File: src/rtl/conv_psum_post_if.sv
// Partial-sum post-processor bus: MAC beats and tile config in, requantized results out.
// Ports (master drives): vld_i, acc_i (4 lanes of ACC_W), clr_i, cfg_num_ch, cfg_bias,
//   cfg_shift, cfg_relu, cfg_pool.
// Ports (slave drives): busy_o, vld_o, data_o.
interface conv_psum_post_if #(
  parameter int unsigned ACC_W  = 20,
  parameter int unsigned BIAS_W = 16
);
  logic                  vld_i;
  logic [4*ACC_W-1:0]    acc_i;
  logic                  clr_i;
  logic [7:0]            cfg_num_ch;
  logic [BIAS_W-1:0]     cfg_bias;
  logic [4:0]            cfg_shift;
  logic                  cfg_relu;
  logic                  cfg_pool;
  logic                  busy_o;
  logic                  vld_o;
  logic [31:0]           data_o;

  modport master (
    output vld_i, acc_i, clr_i, cfg_num_ch, cfg_bias, cfg_shift, cfg_relu, cfg_pool,
    input  busy_o, vld_o, data_o
  );

  modport slave (
    input  vld_i, acc_i, clr_i, cfg_num_ch, cfg_bias, cfg_shift, cfg_relu, cfg_pool,
    output busy_o, vld_o, data_o
  );
endinterface

File: src/rtl/conv_psum_post.sv
// Post-MAC tile pipeline: accumulates 2x2 partial sums over channel passes, adds bias,
// optional ReLU, round/shift/saturate to int8, optional 2x2 max-pool.
// Ports: clk, rstn (synchronous active-low), bus (conv_psum_post_if.slave).
// Latency: last beat sampled at edge T -> vld_o high after edge T+3.
module conv_psum_post #(
  parameter int unsigned ACC_W  = 20,
  parameter int unsigned PSUM_W = 28,
  parameter int unsigned BIAS_W = 16
) (
  input logic             clk,
  input logic             rstn,
  conv_psum_post_if.slave bus
);
  localparam int unsigned LANES  = 4;
  localparam int unsigned CNT_W  = 8;
  localparam int unsigned SH_W   = 5;
  localparam int unsigned MAX_SH = 20;
  localparam logic signed [PSUM_W:0] Q_MAX = (PSUM_W+1)'(127);
  localparam logic signed [PSUM_W:0] Q_MIN = (PSUM_W+1)'(-128);

  // stage A: beat counter, accumulators, tile config latch
  logic [CNT_W-1:0]         cnt, n_lat, n_eff, cnt_base;
  logic                     first, last;
  logic signed [ACC_W-1:0]  lane [LANES];
  logic signed [PSUM_W-1:0] psum [LANES];
  logic                     a_vld;
  logic signed [BIAS_W-1:0] bias_lat;
  logic [SH_W-1:0]          sh_lat;
  logic                     relu_lat, pool_lat;

  // stage B: biased sums
  logic                     b_vld;
  logic signed [PSUM_W-1:0] s [LANES];
  logic [SH_W-1:0]          b_sh;
  logic                     b_relu, b_pool;

  // stage C: int8 lanes
  logic                     c_vld;
  logic signed [7:0]        q [LANES];
  logic signed [7:0]        q_nxt [LANES];
  logic                     c_pool;
  logic [31:0]              d_nxt;

  // ReLU, round-half-up arithmetic shift, saturate to int8
  function automatic logic signed [7:0] requant(input logic signed [PSUM_W-1:0] v,
                                                input logic [SH_W-1:0] sh,
                                                input logic relu);
    logic signed [PSUM_W:0] r, rnd, t;
    if (relu && v < 0) r = '0;
    else               r = (PSUM_W+1)'(v);
    rnd = '0;
    if (sh != '0) rnd[sh - SH_W'(1)] = 1'b1;
    t = (r + rnd) >>> sh;
    if (t > Q_MAX)      return 8'sh7f;
    else if (t < Q_MIN) return 8'sh80;
    else                return t[7:0];
  endfunction

  function automatic logic signed [7:0] max4(input logic signed [7:0] a, b, c, d);
    logic signed [7:0] m;
    m = a;
    if (b > m) m = b;
    if (c > m) m = c;
    if (d > m) m = d;
    return m;
  endfunction

  // A clear forces this beat to open a new tile; N=0 behaves as N=1
  always_comb begin
    first    = (cnt == '0) || bus.clr_i;
    cnt_base = first ? '0 : cnt;
    n_eff    = first ? bus.cfg_num_ch : n_lat;
    if (n_eff == '0) n_eff = CNT_W'(1);
    last     = (cnt_base == n_eff - CNT_W'(1));
    for (int k = 0; k < LANES; k++) lane[k] = bus.acc_i[k*ACC_W +: ACC_W];
  end

  always_ff @(posedge clk) begin
    if (!rstn) begin
      cnt      <= '0;
      n_lat    <= '0;
      bias_lat <= '0;
      sh_lat   <= '0;
      relu_lat <= 1'b0;
      pool_lat <= 1'b0;
      a_vld    <= 1'b0;
      for (int k = 0; k < LANES; k++) psum[k] <= '0;
    end else begin
      a_vld <= 1'b0;
      if (bus.vld_i) begin
        if (first) begin
          n_lat    <= n_eff;
          bias_lat <= bus.cfg_bias;
          sh_lat   <= (bus.cfg_shift > SH_W'(MAX_SH)) ? SH_W'(MAX_SH) : bus.cfg_shift;
          relu_lat <= bus.cfg_relu;
          pool_lat <= bus.cfg_pool;
        end
        for (int k = 0; k < LANES; k++)
          psum[k] <= first ? PSUM_W'(lane[k]) : psum[k] + PSUM_W'(lane[k]);
        if (last) begin
          cnt   <= '0;
          a_vld <= 1'b1;
        end else begin
          cnt <= cnt_base + CNT_W'(1);
        end
      end else if (bus.clr_i) begin
        cnt <= '0;
      end
    end
  end

  assign bus.busy_o = (cnt != '0);

  // stage B: bias add, config rides along with the tile
  always_ff @(posedge clk) begin
    if (!rstn) begin
      b_vld  <= 1'b0;
      b_sh   <= '0;
      b_relu <= 1'b0;
      b_pool <= 1'b0;
      for (int k = 0; k < LANES; k++) s[k] <= '0;
    end else begin
      b_vld <= a_vld;
      if (a_vld) begin
        b_sh   <= sh_lat;
        b_relu <= relu_lat;
        b_pool <= pool_lat;
        for (int k = 0; k < LANES; k++) s[k] <= psum[k] + PSUM_W'(bias_lat);
      end
    end
  end

  always_comb begin
    for (int k = 0; k < LANES; k++) q_nxt[k] = requant(s[k], b_sh, b_relu);
  end

  // stage C: requantize
  always_ff @(posedge clk) begin
    if (!rstn) begin
      c_vld  <= 1'b0;
      c_pool <= 1'b0;
      for (int k = 0; k < LANES; k++) q[k] <= '0;
    end else begin
      c_vld <= b_vld;
      if (b_vld) begin
        c_pool <= b_pool;
        for (int k = 0; k < LANES; k++) q[k] <= q_nxt[k];
      end
    end
  end

  always_comb begin
    if (c_pool) d_nxt = {24'd0, max4(q[0], q[1], q[2], q[3])};
    else        d_nxt = {q[3], q[2], q[1], q[0]};
  end

  // stage D: output register, data holds between pulses
  always_ff @(posedge clk) begin
    if (!rstn) begin
      bus.vld_o  <= 1'b0;
      bus.data_o <= '0;
    end else begin
      bus.vld_o <= c_vld;
      if (c_vld) bus.data_o <= d_nxt;
    end
  end
endmodule
File: src/flat_wrapper.sv
// flat-port wrapper written by rule: the top's interface ports become plain ports
module conv_psum_post_flat 
#(
  parameter int unsigned ACC_W  = 20,
  parameter int unsigned PSUM_W = 28,
  parameter int unsigned BIAS_W = 16
)
  (clk, rstn, bus_vld_i, bus_acc_i, bus_clr_i, bus_cfg_num_ch, bus_cfg_bias, bus_cfg_shift, bus_cfg_relu, bus_cfg_pool, bus_busy_o, bus_vld_o, bus_data_o);
  conv_psum_post_if #(.ACC_W(ACC_W), .BIAS_W(BIAS_W)) bus_i ();
  input logic clk;
  input logic rstn;
  input wire logic [$bits(bus_i.vld_i)-1:0] bus_vld_i;
  input wire logic [$bits(bus_i.acc_i)-1:0] bus_acc_i;
  input wire logic [$bits(bus_i.clr_i)-1:0] bus_clr_i;
  input wire logic [$bits(bus_i.cfg_num_ch)-1:0] bus_cfg_num_ch;
  input wire logic [$bits(bus_i.cfg_bias)-1:0] bus_cfg_bias;
  input wire logic [$bits(bus_i.cfg_shift)-1:0] bus_cfg_shift;
  input wire logic [$bits(bus_i.cfg_relu)-1:0] bus_cfg_relu;
  input wire logic [$bits(bus_i.cfg_pool)-1:0] bus_cfg_pool;
  output wire logic [$bits(bus_i.busy_o)-1:0] bus_busy_o;
  output wire logic [$bits(bus_i.vld_o)-1:0] bus_vld_o;
  output wire logic [$bits(bus_i.data_o)-1:0] bus_data_o;
  assign bus_i.vld_i = bus_vld_i;
  assign bus_i.acc_i = bus_acc_i;
  assign bus_i.clr_i = bus_clr_i;
  assign bus_i.cfg_num_ch = bus_cfg_num_ch;
  assign bus_i.cfg_bias = bus_cfg_bias;
  assign bus_i.cfg_shift = bus_cfg_shift;
  assign bus_i.cfg_relu = bus_cfg_relu;
  assign bus_i.cfg_pool = bus_cfg_pool;
  assign bus_busy_o = bus_i.busy_o;
  assign bus_vld_o = bus_i.vld_o;
  assign bus_data_o = bus_i.data_o;
  conv_psum_post #(.ACC_W(ACC_W), .PSUM_W(PSUM_W), .BIAS_W(BIAS_W)) u_core (.clk(clk), .rstn(rstn), .bus(bus_i));
endmodule
File: config.mk
export PLATFORM = sky130hd
export DESIGN_NAME = conv_psum_post_flat
export DESIGN_NICKNAME = d
export VERILOG_FILES = /design/src/rtl/conv_psum_post_if.sv /design/src/rtl/conv_psum_post.sv /design/src/flat_wrapper.sv
export SDC_FILE = /design/constraint.sdc
export NUM_CORES = 2
export LEC_CHECK = 0
export BUFFER_PORTS_ARGS = -buffer_cell sky130_fd_sc_hd__buf_2
export CAP_MARGIN = 20
export CORE_AREA = 2 2 341 343
export DETAILED_ROUTE_END_ITERATION = 8
export DIE_AREA = 0 0 343 345
export PLACE_DENSITY = 0.47
export RECOVER_POWER = 25
export SETUP_SLACK_MARGIN = 0.5
export SLEW_MARGIN = 20
export SYNTH_ARGS = -nofsm -noshare
export SYNTH_HDL_FRONTEND = slang
export SYNTH_SLANG_ARGS = --single-unit
File: constraint.sdc
create_clock -name clk -period 16.38 [get_ports clk]
set_clock_uncertainty 0.05 [all_clocks]
set_input_delay 2.457 -clock clk [delete_from_list [all_inputs] [get_ports clk]]
set_output_delay 2.457 -clock clk [all_outputs]
set_load 0.03 [all_outputs]
# Word level (Yosys, flattened, before mapping)
# Memory sizes are Yosys's and may differ from the RTL's.
# Index checks and enable logic that the tools add are counted.
# W data, S select, Z words.
word_totals:
  regBits: 83
  latch_bits: 0
  ram_bits: 256
  romBits: 0
  inputBits: 115
  output_inout_bits: 34
  wordCells: 136
  mem_count: 3
mem_list:
  columns: ["name", "depth", "word_bits", "rd", "rd_clocked_by_memory_dff", "wr", "line_no", "text"]
  rows:
  - ["u_core.psum", 4, 28, 4, 0, 4, "conv_psum_post.sv:25", "logic signed [PSUM_W-1:0] psum [LANES];"]
  - ["u_core.s", 4, 28, 4, 0, 4, "conv_psum_post.sv:33", "logic signed [PSUM_W-1:0] s [LANES];"]
  - ["u_core.q", 4, 8, 4, 0, 4, "conv_psum_post.sv:39", "logic signed [7:0] q [LANES];"]
classes:
  n_addsub: 15
  mul: 0
  div_mod_pow: 0
  magnitude_cmp: 18
  eq_ne: 1
  n_shift: 4
  muxes: 55
  bitwise: 12
  reduce_logical: 13
op_table:
  columns: ["cell", "count"]
  rows:
  - ["$mux W28", 12]
  - ["$mux W8", 23]
  - ["$mux W29", 5]
  - ["$add A29 B29 Y29", 4]
  - ["$gt A29 B8 Y1 const B", 4]
  - ["$lt A29 B8 Y1 const B", 4]
  - ["$sshr A29 B5 Y29", 4]
  - ["$add A28 B16 Y28", 4]
  - ["$add A28 B20 Y28", 4]
  - ["$lt A28 B1 Y1 const B", 4]
  - ["$mux W32", 1]
  - ["$gt A8 B8 Y1", 3]
  - ["$logic_not A8 Y1", 2]
  - ["$mux W1", 12]
  - ["$or A1 B1 Y1", 12]
  - ["$add A8 B1 Y8 const B", 1]
  - ["$eq A8 B8 Y1", 1]
  - ["$reduce_bool A8 Y1", 1]
  - ["$sub A8 B1 Y8 const B", 1]
  - ["$lt A5 B6 Y1 const B", 1]
  - ["$demux W1 S5", 1]
  - ["$ge A5 B1 Y1 const B", 1]
  - ["$gt A5 B5 Y1 const B", 1]
  - ["$logic_and A1 B1 Y1", 5]
  - ["6 further kinds", 7]

# Logic depth before layout (Yosys ltp)
depth:
  depth_word: 12
  ltp_mapped: 39
  mapped_depth_nobuf: 39

# Least setup slack after synthesis
# No wires, ideal clock.
synth_path:
  path_type: "reg-to-reg"
  from: "register u_core.b_sh[1]"
  to: "memory u_core.q[0][2] (data pin)"
  arrival_time_ns: 7.260
  required_time_ns: 16.060
  path_slack_ns: 8.801
  path_stages_with_launch: 26
  synth_period_minus_slack_ns: 7.579
  path_cell_list: "dfxtp_1 -> clkbuf_1 -> clkbuf_1 -> clkbuf_1 -> clkbuf_1 -> buf_1 -> buf_1 -> buf_1 -> buf_1 -> nand2_1 -> nor2_1 -> ha_1 -> nand2_1 -> or4_1 -> o22ai_1 -> a31oi_1 -> a2111oi_1 -> a211oi_1 -> a22o_1 -> a31oi_1 -> or3b_1 -> nand4bb_1 -> or4_1 -> o41ai_1 -> o21a_1 -> a31oi_1"
synth_lines:
  columns: ["item", "line_no", "text"]
  rows:
  - ["start: declaration", "conv_psum_post.sv:34", "logic [SH_W-1:0] b_sh;"]
  - ["start signal: assignment", "conv_psum_post.sv:125", "b_sh <= sh_lat;"]
  - ["end: declaration", "conv_psum_post.sv:39", null]

==> results.cfg <==
[run_status]
status = finished with violations
violations = max-capacitance violations, max-slew violations

[sta]
fmax_ghz = 0.1117
slew_headroom_pct = -59.63
fin_tns_setup_ns = 0
finalSetupViolCount = 0
worst_pin_slew_ns = 2.394
drv_slew = 137
period_minus_slack_ns = 8.953
rsz0062_at_grt = false
finalHoldViolations = 0
min_period_over_period_pct = 54.66

[floorplan]
start_util_pct = 34.57
placementRows = 125
die_h_microns = 345
dieArea_sq_mm = 0.1183
die_w_microns = 343
ios = 149
coreArea_sq_mm = 0.1151

[finish]
area_delta_synth_final_pct = 9.459
nNetsFinal = 5492
post-route-util_pct = 37.84
finalInstanceArea_sq_mm = 0.04355
drive_above_1_share_pct = 7.525

[power_and_ir_drop]
leakagePower_nw = 18.35
peakVddDrop_v = 0.00006427
power_density_mw_per_mm2 = 62.89

[synthesis]
synth_cell_types = 107
syn-num-nets = 5494
synthMostInstantiatedCell = nand2_1
synthTopCellsByCount = nand2_1 (536), a21oi_1 (474), nor2_1 (452)
yosys-top-cells-area = edfxtp_1 (19%), ha_1 (11%), a21oi_1 (6.0%)
ys_ff_latch = 339
synth_edf_count = 256
synth_area_sq_mm = 0.03979
ys_seq_area_share_pct = 23.50
synth_top_area_share_pct = 19.32
yosysWarnings = 0
post_synth.cell_area_avg_sq_um = 7.929
syn_inst = 5018
synth-main-ff-cell = edfxtp_1
async_flop_share_pct = 0
synth_top_cell_by_area = edfxtp_1

[route]
drc = 0
vias_per_cell = 5.893
vias = 38750
ant_nets = 0
wl_per_cell_microns = 23.21
routed_wl_microns = 152600
first_pass_iters = 6
drt-initial-drc-count = 3749

[global_route]
grt_pass1_wl_microns = 231000
antenna_found_initial = 1
grt_max_degree = 94
grt_pass1_vias = 36110
grt-ovfl-total = 0
grt_use_total_pct = 25.02

[critical_path]
critPathKind = reg -> reg
startpoint_type = register
worstPathRequired_ns = 16.69
cp-end-kind = register
arrival_ns = 9.26
crit_fanout = 56

[clock_tree]
clockRootBuffer = clkbuf_16
clock_latency_ns = 0.64
cts_buffer_depth = 3
ctsResizeCount = 0
clock-sinks = 339
cts_buffers = 46
cts_tree = built
cts.clk_slew.worst_paths_ns = 0.06
post_cts_buffers = 0
htreeDepth = 2
cts_hold_buf = 0

[place]
dp_hpwl_microns = 118800
placed_cell_area_sq_mm = 0.04204
gp_congestion = 0.9518
numPortBuffers = 148

[flow_run]
cap_violations = 3

[hold_path]
hp-class = reg -> reg
## through the flow
| stage | total power [mW] | hold slack (ns) | cells | worst slack (ns) |
|---|---|---|---|---|
| after floorplan | 1.485 | 0.3906 | 5018 | 8.801 |
| after global placement | 1.668 | 0.4020 | 6492 | 7.879 |
| after detailed placement | 1.665 | 0.4189 | 6492 | 7.760 |
| after CTS | 2.774 | 0.4268 | 6574 | 7.667 |
| after global routing | 2.888 | 0.4533 | 6574 | 6.953 |
| final | 2.739 | 0.4290 | 6575 | 7.427 |
## worst max-delay path, stage by stage (launching register included)
cell	delay (ns)
dfxtp_4	0.44
clkinv_2	0.49
buf_4	0.73
nand2_2	0.54
buf_4	0.39
nor3_1	0.78
ha_1	0.40
o21ai_0	0.13
or4_1	0.54
o22ai_1	0.40
a31oi_1	0.29
a2111oi_1	0.69
a211oi_2	0.07
buf_4	0.24
a22o_1	0.24
a31oi_1	0.23
or3b_1	0.39
nand4bb_1	0.18
or4_1	0.52
o41ai_1	0.49
o21a_1	0.30
a21oi_1	0.10
## report_power, final
| part | total [mW] | switching (mW) | internal [mW] |
|---|---|---|---|
| logic | 0.643 | 0.380 | 0.263 |
| clock network | 1.09 | 0.438 | 0.648 |
| registers | 1.01 | 0.0437 | 0.967 |
## kinds of logic after synthesis
group | share of synthesized area [%]
xor gates and xnor gates | 6.053
muxes | 4.987
adders and majority gates | 11.50
AOI/OAI and AO/OA | 27.36
buffers and inverters | 3.450
DFF | 23.50
and+or+nand+nor | 23.15
## area by class of cell
type	count	area (sq um)
Inverter	106	404.1
Clock inverter	26	360.3
Sequential cell	339	9366
Multi-Input combinational cell	4314	29110
Timing Repair Buffer	209	1171
Tap cell	1524	1907
Fill cell	12020	71560
Antenna cell	1	2.502
Clock buffer	56	1230
## flip-flops by register name (all words and copies together) (netlist names)
name,flops
u_core.b_pool,1
u_core.b_sh,5
u_core.cnt,8
u_core.a_vld,1
u_core.bias_lat,16
u_core.bus.data_o,32
u_core.s,112
u_core.b_relu,1
u_core.b_vld,1
u_core.relu_lat,1
u_core.psum,112
u_core.bus.vld_o,1
u_core.q,32
u_core.n_lat,8
u_core.c_pool,1
u_core.sh_lat,5
u_core.pool_lat,1
u_core.c_vld,1
## cell usage in the layout, fill, tap and decap left out, drive strengths merged, types with 29 or more instances in the layout
master	instances
inv	109
a211oi	82
o22ai	36
o21ai	258
a21oi	475
mux2	36
dfxtp	83
a21o	138
xor2	102
nor2	452
and2	155
nor2b	127
nor3	135
o21a	80
or3	54
a31oi	46
nand4	48
and3	66
nand2b	53
edfxtp	256
o211ai	54
buf	173
nand2	536
ha	353
o31ai	40
xnor2	173
a21boi	53
o21bai	29
mux2i	106
clkbuf	92
nand3	121
## metal layers
metal | vias to the layer above | global-route usage (%) | part of all wire [%]
met2 | 1348 | 37.59 | 43
met3 | 225 | 2.939 | 5.9
li1 | 18860 | - | -
met4 | 2 | 8.154 | 3.4
met1 | 18310 | 36.86 | 48
met5 | - | 0 | 0.0085
## path summary, 6_finish.rpt
| check | from | to | slack (ns) | depth (start not counted) |
|---|---|---|---|---|
| min reg2reg | u_core.sh_lat[0] | u_core.sh_lat[0] | 0.43 | 2 |
| min | u_core.sh_lat[0] | u_core.sh_lat[0] | 0.43 | 2 |
| max | u_core.b_sh[0] | u_core.q[0][1] | 7.43 | 21 |
| max reg2reg | u_core.b_sh[0] | u_core.q[0][1] | 7.43 | 21 |
Power figures use the tool's default switching activity.
